### src/rtl/sram_pkg.sv
// Shared types and constants for the 512Kx8 asynchronous SRAM initiator.
// Timing constants are in clock cycles; every phase is timed by one 4-bit down-counter.
package sram_pkg;

   localparam int ADDR_W       = 19;
   localparam int DATA_W       = 8;
   localparam int CNT_W        = 4;

   localparam int SETUP_DEF    = 1;
   localparam int RD_WAIT_DEF  = 2;
   localparam int WR_PULSE_DEF = 2;
   localparam int HOLD_DEF     = 1;

   typedef enum logic [2:0] {
      ST_IDLE    = 3'd0,
      ST_SETUP   = 3'd1,
      ST_READ    = 3'd2,
      ST_WRITE   = 3'd3,
      ST_HOLD    = 3'd4,
      ST_RECOVER = 3'd5
   } state_e;

   // The counter counts down to zero, so a phase of N cycles loads N-1.
   function automatic logic [CNT_W-1:0] cnt_load(input int cycles);
      return CNT_W'(cycles - 1);
   endfunction

endpackage

### src/rtl/sram_if_m.sv
// Single-beat valid/ready host port to asynchronous SRAM strobe sequencer.
// Every ram_* output is a flop loaded from the next-state decode, so strobes cannot glitch.
module sram_if_m
   import sram_pkg::*;
#(
   parameter int SETUP    = SETUP_DEF,
   parameter int RD_WAIT  = RD_WAIT_DEF,
   parameter int WR_PULSE = WR_PULSE_DEF,
   parameter int HOLD     = HOLD_DEF
) (
   input  logic              clk,
   input  logic              rst,
   input  logic              req_valid,
   output logic              req_ready,
   input  logic              req_rnw,
   input  logic [ADDR_W-1:0] req_addr,
   input  logic [DATA_W-1:0] req_wdata,
   output logic              rsp_valid,
   output logic [DATA_W-1:0] rsp_rdata,
   output logic [ADDR_W-1:0] ram_addr,
   output logic              ram_ceb,
   output logic              ram_rnw,
   output logic              ram_oeb,
   output logic [DATA_W-1:0] ram_data_o,
   output logic              ram_data_oe,
   input  logic [DATA_W-1:0] ram_data_i,
   output state_e            dbg_state
);

   if (SETUP < 1 || SETUP > 15 || RD_WAIT < 1 || RD_WAIT > 15 ||
       WR_PULSE < 1 || WR_PULSE > 15 || HOLD < 1 || HOLD > 15) begin : g_bad_param
      $error("sram_if_m: timing parameters must lie in 1..15");
   end

   state_e            r_state;
   state_e            w_state_nxt;
   logic [CNT_W-1:0]  r_cnt;
   logic [CNT_W-1:0]  w_cnt_nxt;
   logic              r_rnw_op;
   logic [ADDR_W-1:0] r_addr;
   logic [DATA_W-1:0] r_wdata;
   logic [DATA_W-1:0] r_rdata;
   logic              r_req_ready;
   logic              r_rsp_valid;
   logic              r_ceb;
   logic              r_rnw;
   logic              r_oeb;
   logic              r_data_oe;

   logic              w_accept;
   logic              w_last;
   logic              w_op_rnw;
   logic              w_req_ready;
   logic              w_rsp_valid;
   logic              w_ceb;
   logic              w_rnw;
   logic              w_oeb;
   logic              w_data_oe;

   assign w_accept = req_valid && r_req_ready;
   assign w_last   = (r_cnt == '0);
   // SETUP is entered on the accept edge, before r_rnw_op holds the new request.
   assign w_op_rnw = w_accept ? req_rnw : r_rnw_op;

   always_ff @(posedge clk or posedge rst) begin
      if (rst) begin
         r_state     <= ST_IDLE;
         r_cnt       <= '0;
         r_rnw_op    <= 1'b1;
         r_addr      <= '0;
         r_wdata     <= '0;
         r_rdata     <= '0;
         r_req_ready <= 1'b1;
         r_rsp_valid <= 1'b0;
         r_ceb       <= 1'b1;
         r_rnw       <= 1'b1;
         r_oeb       <= 1'b1;
         r_data_oe   <= 1'b0;
      end else begin
         r_state     <= w_state_nxt;
         r_cnt       <= w_cnt_nxt;
         r_req_ready <= w_req_ready;
         r_rsp_valid <= w_rsp_valid;
         r_ceb       <= w_ceb;
         r_rnw       <= w_rnw;
         r_oeb       <= w_oeb;
         r_data_oe   <= w_data_oe;
         if (w_accept) begin
            r_rnw_op <= req_rnw;
            r_addr   <= req_addr;
            r_wdata  <= req_wdata;
         end
         if (r_state == ST_READ && w_last) begin
            r_rdata <= ram_data_i;
         end
      end
   end

   always_comb begin
      w_state_nxt = r_state;
      w_cnt_nxt   = w_last ? '0 : r_cnt - 1'b1;
      case (r_state)
         ST_IDLE: begin
            if (w_accept) begin
               w_state_nxt = ST_SETUP;
               w_cnt_nxt   = cnt_load(SETUP);
            end
         end
         ST_SETUP: begin
            if (w_last) begin
               w_state_nxt = r_rnw_op ? ST_READ : ST_WRITE;
               w_cnt_nxt   = r_rnw_op ? cnt_load(RD_WAIT) : cnt_load(WR_PULSE);
            end
         end
         ST_READ: begin
            if (w_last) begin
               w_state_nxt = ST_RECOVER;
            end
         end
         ST_WRITE: begin
            if (w_last) begin
               w_state_nxt = ST_HOLD;
               w_cnt_nxt   = cnt_load(HOLD);
            end
         end
         ST_HOLD: begin
            if (w_last) begin
               w_state_nxt = ST_RECOVER;
            end
         end
         ST_RECOVER: begin
            w_state_nxt = ST_IDLE;
            w_cnt_nxt   = '0;
         end
         default: begin
            w_state_nxt = ST_IDLE;
            w_cnt_nxt   = '0;
         end
      endcase
   end

   // Decoded from the next state so the registered strobes line up with r_state.
   always_comb begin
      w_req_ready = 1'b0;
      w_rsp_valid = 1'b0;
      w_ceb       = 1'b1;
      w_rnw       = 1'b1;
      w_oeb       = 1'b1;
      w_data_oe   = 1'b0;
      case (w_state_nxt)
         ST_IDLE: begin
            w_req_ready = 1'b1;
         end
         ST_SETUP: begin
            w_ceb = 1'b0;
            if (w_op_rnw) begin
               w_oeb = 1'b0;
            end else begin
               w_data_oe = 1'b1;
            end
         end
         ST_READ: begin
            w_ceb = 1'b0;
            w_oeb = 1'b0;
         end
         ST_WRITE: begin
            w_ceb     = 1'b0;
            w_rnw     = 1'b0;
            w_data_oe = 1'b1;
         end
         ST_HOLD: begin
            w_ceb     = 1'b0;
            w_data_oe = 1'b1;
         end
         ST_RECOVER: begin
            w_rsp_valid = 1'b1;
         end
         default: begin
            w_req_ready = 1'b0;
         end
      endcase
   end

   assign req_ready   = r_req_ready;
   assign rsp_valid   = r_rsp_valid;
   assign rsp_rdata   = r_rdata;
   assign ram_addr    = r_addr;
   assign ram_ceb     = r_ceb;
   assign ram_rnw     = r_rnw;
   assign ram_oeb     = r_oeb;
   assign ram_data_o  = r_wdata;
   assign ram_data_oe = r_data_oe;
   assign dbg_state   = r_state;

endmodule

### config.mk
export PLATFORM = sky130hd
export DESIGN_NAME = sram_if_m
export DESIGN_NICKNAME = d
export VERILOG_FILES = /design/src/rtl/sram_pkg.sv /design/src/rtl/sram_if_m.sv
export SDC_FILE = /design/constraint.sdc
export NUM_CORES = 1
export LEC_CHECK = 0
export BUFFER_PORTS_ARGS = -buffer_cell sky130_fd_sc_hd__buf_4
export CAP_MARGIN = 20
export CORE_AREA = 8 8 61 102
export CTS_CLUSTER_DIAMETER = 60
export DETAILED_ROUTE_END_ITERATION = 10
export DIE_AREA = 0 0 69 110
export PLACE_DENSITY = 0.74
export SLEW_MARGIN = 20
export SYNTH_ARGS = -nofsm -noshare
export SYNTH_HDL_FRONTEND = slang
export SYNTH_SLANG_ARGS = --single-unit
### constraint.sdc
create_clock -name clk -period 2.02 [get_ports clk]
set_input_delay 0.303 -clock clk [delete_from_list [all_inputs] [get_ports clk]]
set_output_delay 0.303 -clock clk [all_outputs]
set_load 0.01 [all_outputs]
==> summary.md <==
| Metric | Value |
|---|---|
| Min Tclk post-route | 1.85 ns |
| Switching Share | 33.3% |
| Sequential fraction of the synthesis area | 61.1% |
| Worst ir drop on vdd | 961 uV |
| PortBufs | 82 |
| Slew margin rel. | 60.7% |
| Data required, critical path | 2.21 ns |
| Largest net degree at the start of global routing | 50 |
| Layout Nets | 270 |
| Total design power | 4530 uW |
| Global placement routability congestion | 0.708 |
| Die area | 0.00759 sq mm |
| Worst path cell trace | inv_1, ha_1, or3b_1, or3_4, mux2_4 |
| Row cnt | 34 |
| Flop pwr share | 39.6% |
| Die width | 69 microns |
| Drt via density | 4.95 |
| Final setup fails | 0 |
| Clock sinks | 49 |
| Highest Clock Rate | 0.541 GHz |
| Share of layout cells above drive strength 1 | 61.5% |
| Clock Latency Late Sink | 0.30 ns |
| Fill cells | 418 |
| Worst EP arrival | 2.04 ns |
| Synth area leader | dfrtp_1 |
| Unique cell type count in the Yosys netlist | 30 |
| Global-route congestion overflow total | 0 |
| RSZ-0062 raised after global routing | false |
| Initial DRC Count | 33 |
| Outcome | finished clean |
| Hpwl dp | 3590 microns |
| Effective utilization at floorplan | 41.6% |
| Slowest stage delay, CP | 0.43 ns |
| Max Cap Viol | 0 |
| Initial antenna violation count | 0 |
| Clock skew | 0.00946 ns |
| Int Power | 3020 uW |
| Final worst slack | 0.170 ns |
| Vias in the first global route | 1546 |
| Routed wire length | 4600 microns |
| Syn Inst Count | 141 |
| DRC errors left | 0 |
| Num CTS Buffers | 5 |
| Sw Pwr | 1510 uW |
| Die height | 110 microns |
| Actual slew at the worst max-slew pin | 0.590 ns |
| Max-slew violations | 0 |
| Drt pass-1 iters | 4 |
| Syn_nets | 181 |
| Final setup TNS | 0 ns |
| HP Class | input port to async pin |
| Synthesized area | 0.00202 sq mm |
| Critical path's slowest cell | or3_4 |
| Pre-CTS setup slack | 0.0163 ns |
| Root Buffer | clkbuf_8 |
| Post CTS Setup Buffer Count | 0 |
| TritonCTS clock tree | built |
| H-tree levels | 2 |
| Reg2Reg Depth | 5 |
| Syn avg cell area | 14.3 sq um |
| Clock Power Share | 12.9% |
| Static Leak | 0.00139 uW |
| Tcrit/Tclk final | 91.6% |
| Pwr/cell area | 1610 mW/mm^2 |
| CP Max Fanout | 8 |
| I/O pin total | 83 |
| Yosys top cell area share | 54.6% |
| Deepest clock path buffer count | 2 |
| Element type at the critical path start | register |
| Area delta synth->final | 39.4% |
| DR WL/cell | 16.1 microns |
| Combinational power share | 47.5% |
| Critical Path End Type | register |
| Reg clk slew, reported paths | 0.09 ns |
| Vias after detailed routing | 1411 |
| Final ANT Viol Nets | 0 |
| First-pass GRT wire length | 7760 microns |
| Commonest non-fill, non-tap cell in the layout | buf_4 |
| Antenna Cells | 0 |
| Worst hold slack | 0.160 ns |
| Global-route usage over all layers | 12.5% |
| Fin. Hold Viols | 0 |
| Top post-synthesis cells by area | dfrtp_1 (55%), mux2_2 (15%), dfstp_2 (6.5%) |
| Placeable Area | 0.00485 sq mm |
| #FFs+latches synth | 49 |
| Crit Path Category | register to register |
| Most frequent cells in the layout | buf_4 (90), dfrtp_1 (44), mux2_2 (27) |
| Synthesis Warnings | 0 |
==> per-stage QoR <==
step           std cells  util (%)  cell area [sq um]
6_report             285      58.0               2810
5_1_grt              285      58.0               2810
4_1_cts              285      57.9               2810
3_5_place_dp         277      56.0               2720
3_3_place_gp         277      56.0               2720
2_1_floorplan        141         -               2020
==> Yosys cell counts <==
cell type,instances
nor4_1,1
o21a_1,1
or3_1,1
o32ai_1,1
nor2_1,5
inv_1,6
clkbuf_1,5
or3b_2,2
o21ai_0,3
dfstp_2,5
mux2_4,8
a21oi_1,4
nand2b_1,1
buf_6,2
nor3b_1,1
and3b_1,2
buf_2,1
nand2_1,4
o22a_1,1
ha_1,1
mux2i_1,4
xnor2_1,3
nand3_1,1
or3b_1,1
mux2_2,27
a211oi_1,1
nor3_1,3
a31oi_1,1
dfrtp_1,44
o32ai_2,1
==> logic make-up (layout without fill, tap and decap cells) <==
kind of cell | after synthesis | in the layout | synth area share [%]
compound gates | 13 | 13 | 4.46
simple gates | 22 | 22 | 6.14
xor+xnor | 3 | 3 | 1.30
fa+ha+maj | 1 | 1 | 0.620
flops | 49 | 49 | 61.1
buf+inv | 14 | 104 | 3.41
mux | 39 | 39 | 23.0
==> layout make-up <==
type / instances / area, sq um / share of cell area, %
flip-flops and latches: 49 / 1230 / 43.8
well taps: 54 / 67.6 / 2.40
inverters: 6 / 22.5 / 0.800
clock buffers: 7 / 86.3 / 3.07
repair buffers: 90 / 676 / 24.0
clock inverters: 1 / 7.51 / 0.267
multi-input cells: 78 / 722 / 25.7
==> worst max-delay path, delay by kind of cell, from the launching register on <==
family | cells | cell delay, ns
adder cells (fa/ha/maj) | 1 | 0.18
multiplexers | 1 | 0.32
flip-flops | 1 | 0.38
AND/OR/NAND/NOR | 2 | 0.80
buffers and inverters | 1 | 0.06
==> flip-flops by register name (all words and copies together), names as in the netlist <==
| signal | cells |
|---|---|
| ram_rnw | 1 |
| rsp_rdata | 8 |
| ram_data_o | 8 |
| dbg_state | 3 |
| ram_ceb | 1 |
| ram_oeb | 1 |
| r_rnw_op | 1 |
| ram_addr | 19 |
| rsp_valid | 1 |
| ram_data_oe | 1 |
| r_cnt | 4 |
| req_ready | 1 |
==> path summary, 6_finish.rpt <==
path / start / end / slack (ns)
max: r_cnt[0] / rsp_rdata[7] / 0.17
min: rst / rsp_rdata[6] / 0.16
max reg2reg: r_cnt[0] / rsp_rdata[7] / 0.17
min reg2reg: ram_data_o[1] / ram_data_o[1] / 0.51
max in group asynchronous: rst / ram_addr[9] / 1.46
min in group clk: ram_data_i[5] / rsp_rdata[5] / 0.23
==> power groups by stage <==
stage / registers, uW / logic, uW / clock network (uW)
detailed placement: 1820 / 2190 / 0
floorplan: 1960 / 1020 / 0
finish: 1800 / 2150 / 586
global placement: 1800 / 2150 / 0
global route: 1870 / 2340 / 648
CTS: 1800 / 2200 / 615
==> per-layer routing <==
metal	global-route usage, %	wire, microns
met2	21.2	2440
met3	5.29	382
met4	3.98	61
met5	0	0
met1	13.8	1720
==> timing repair <==
| item | 4_1_cts | 5_1_grt |
|---|---|---|
| hold buffers | 0 | 0 |
| gates resized for setup | 0 | 1 |
| setup endpoints to repair | 0 | 8 |
Note: power is estimated with default switching activity, not from simulation.
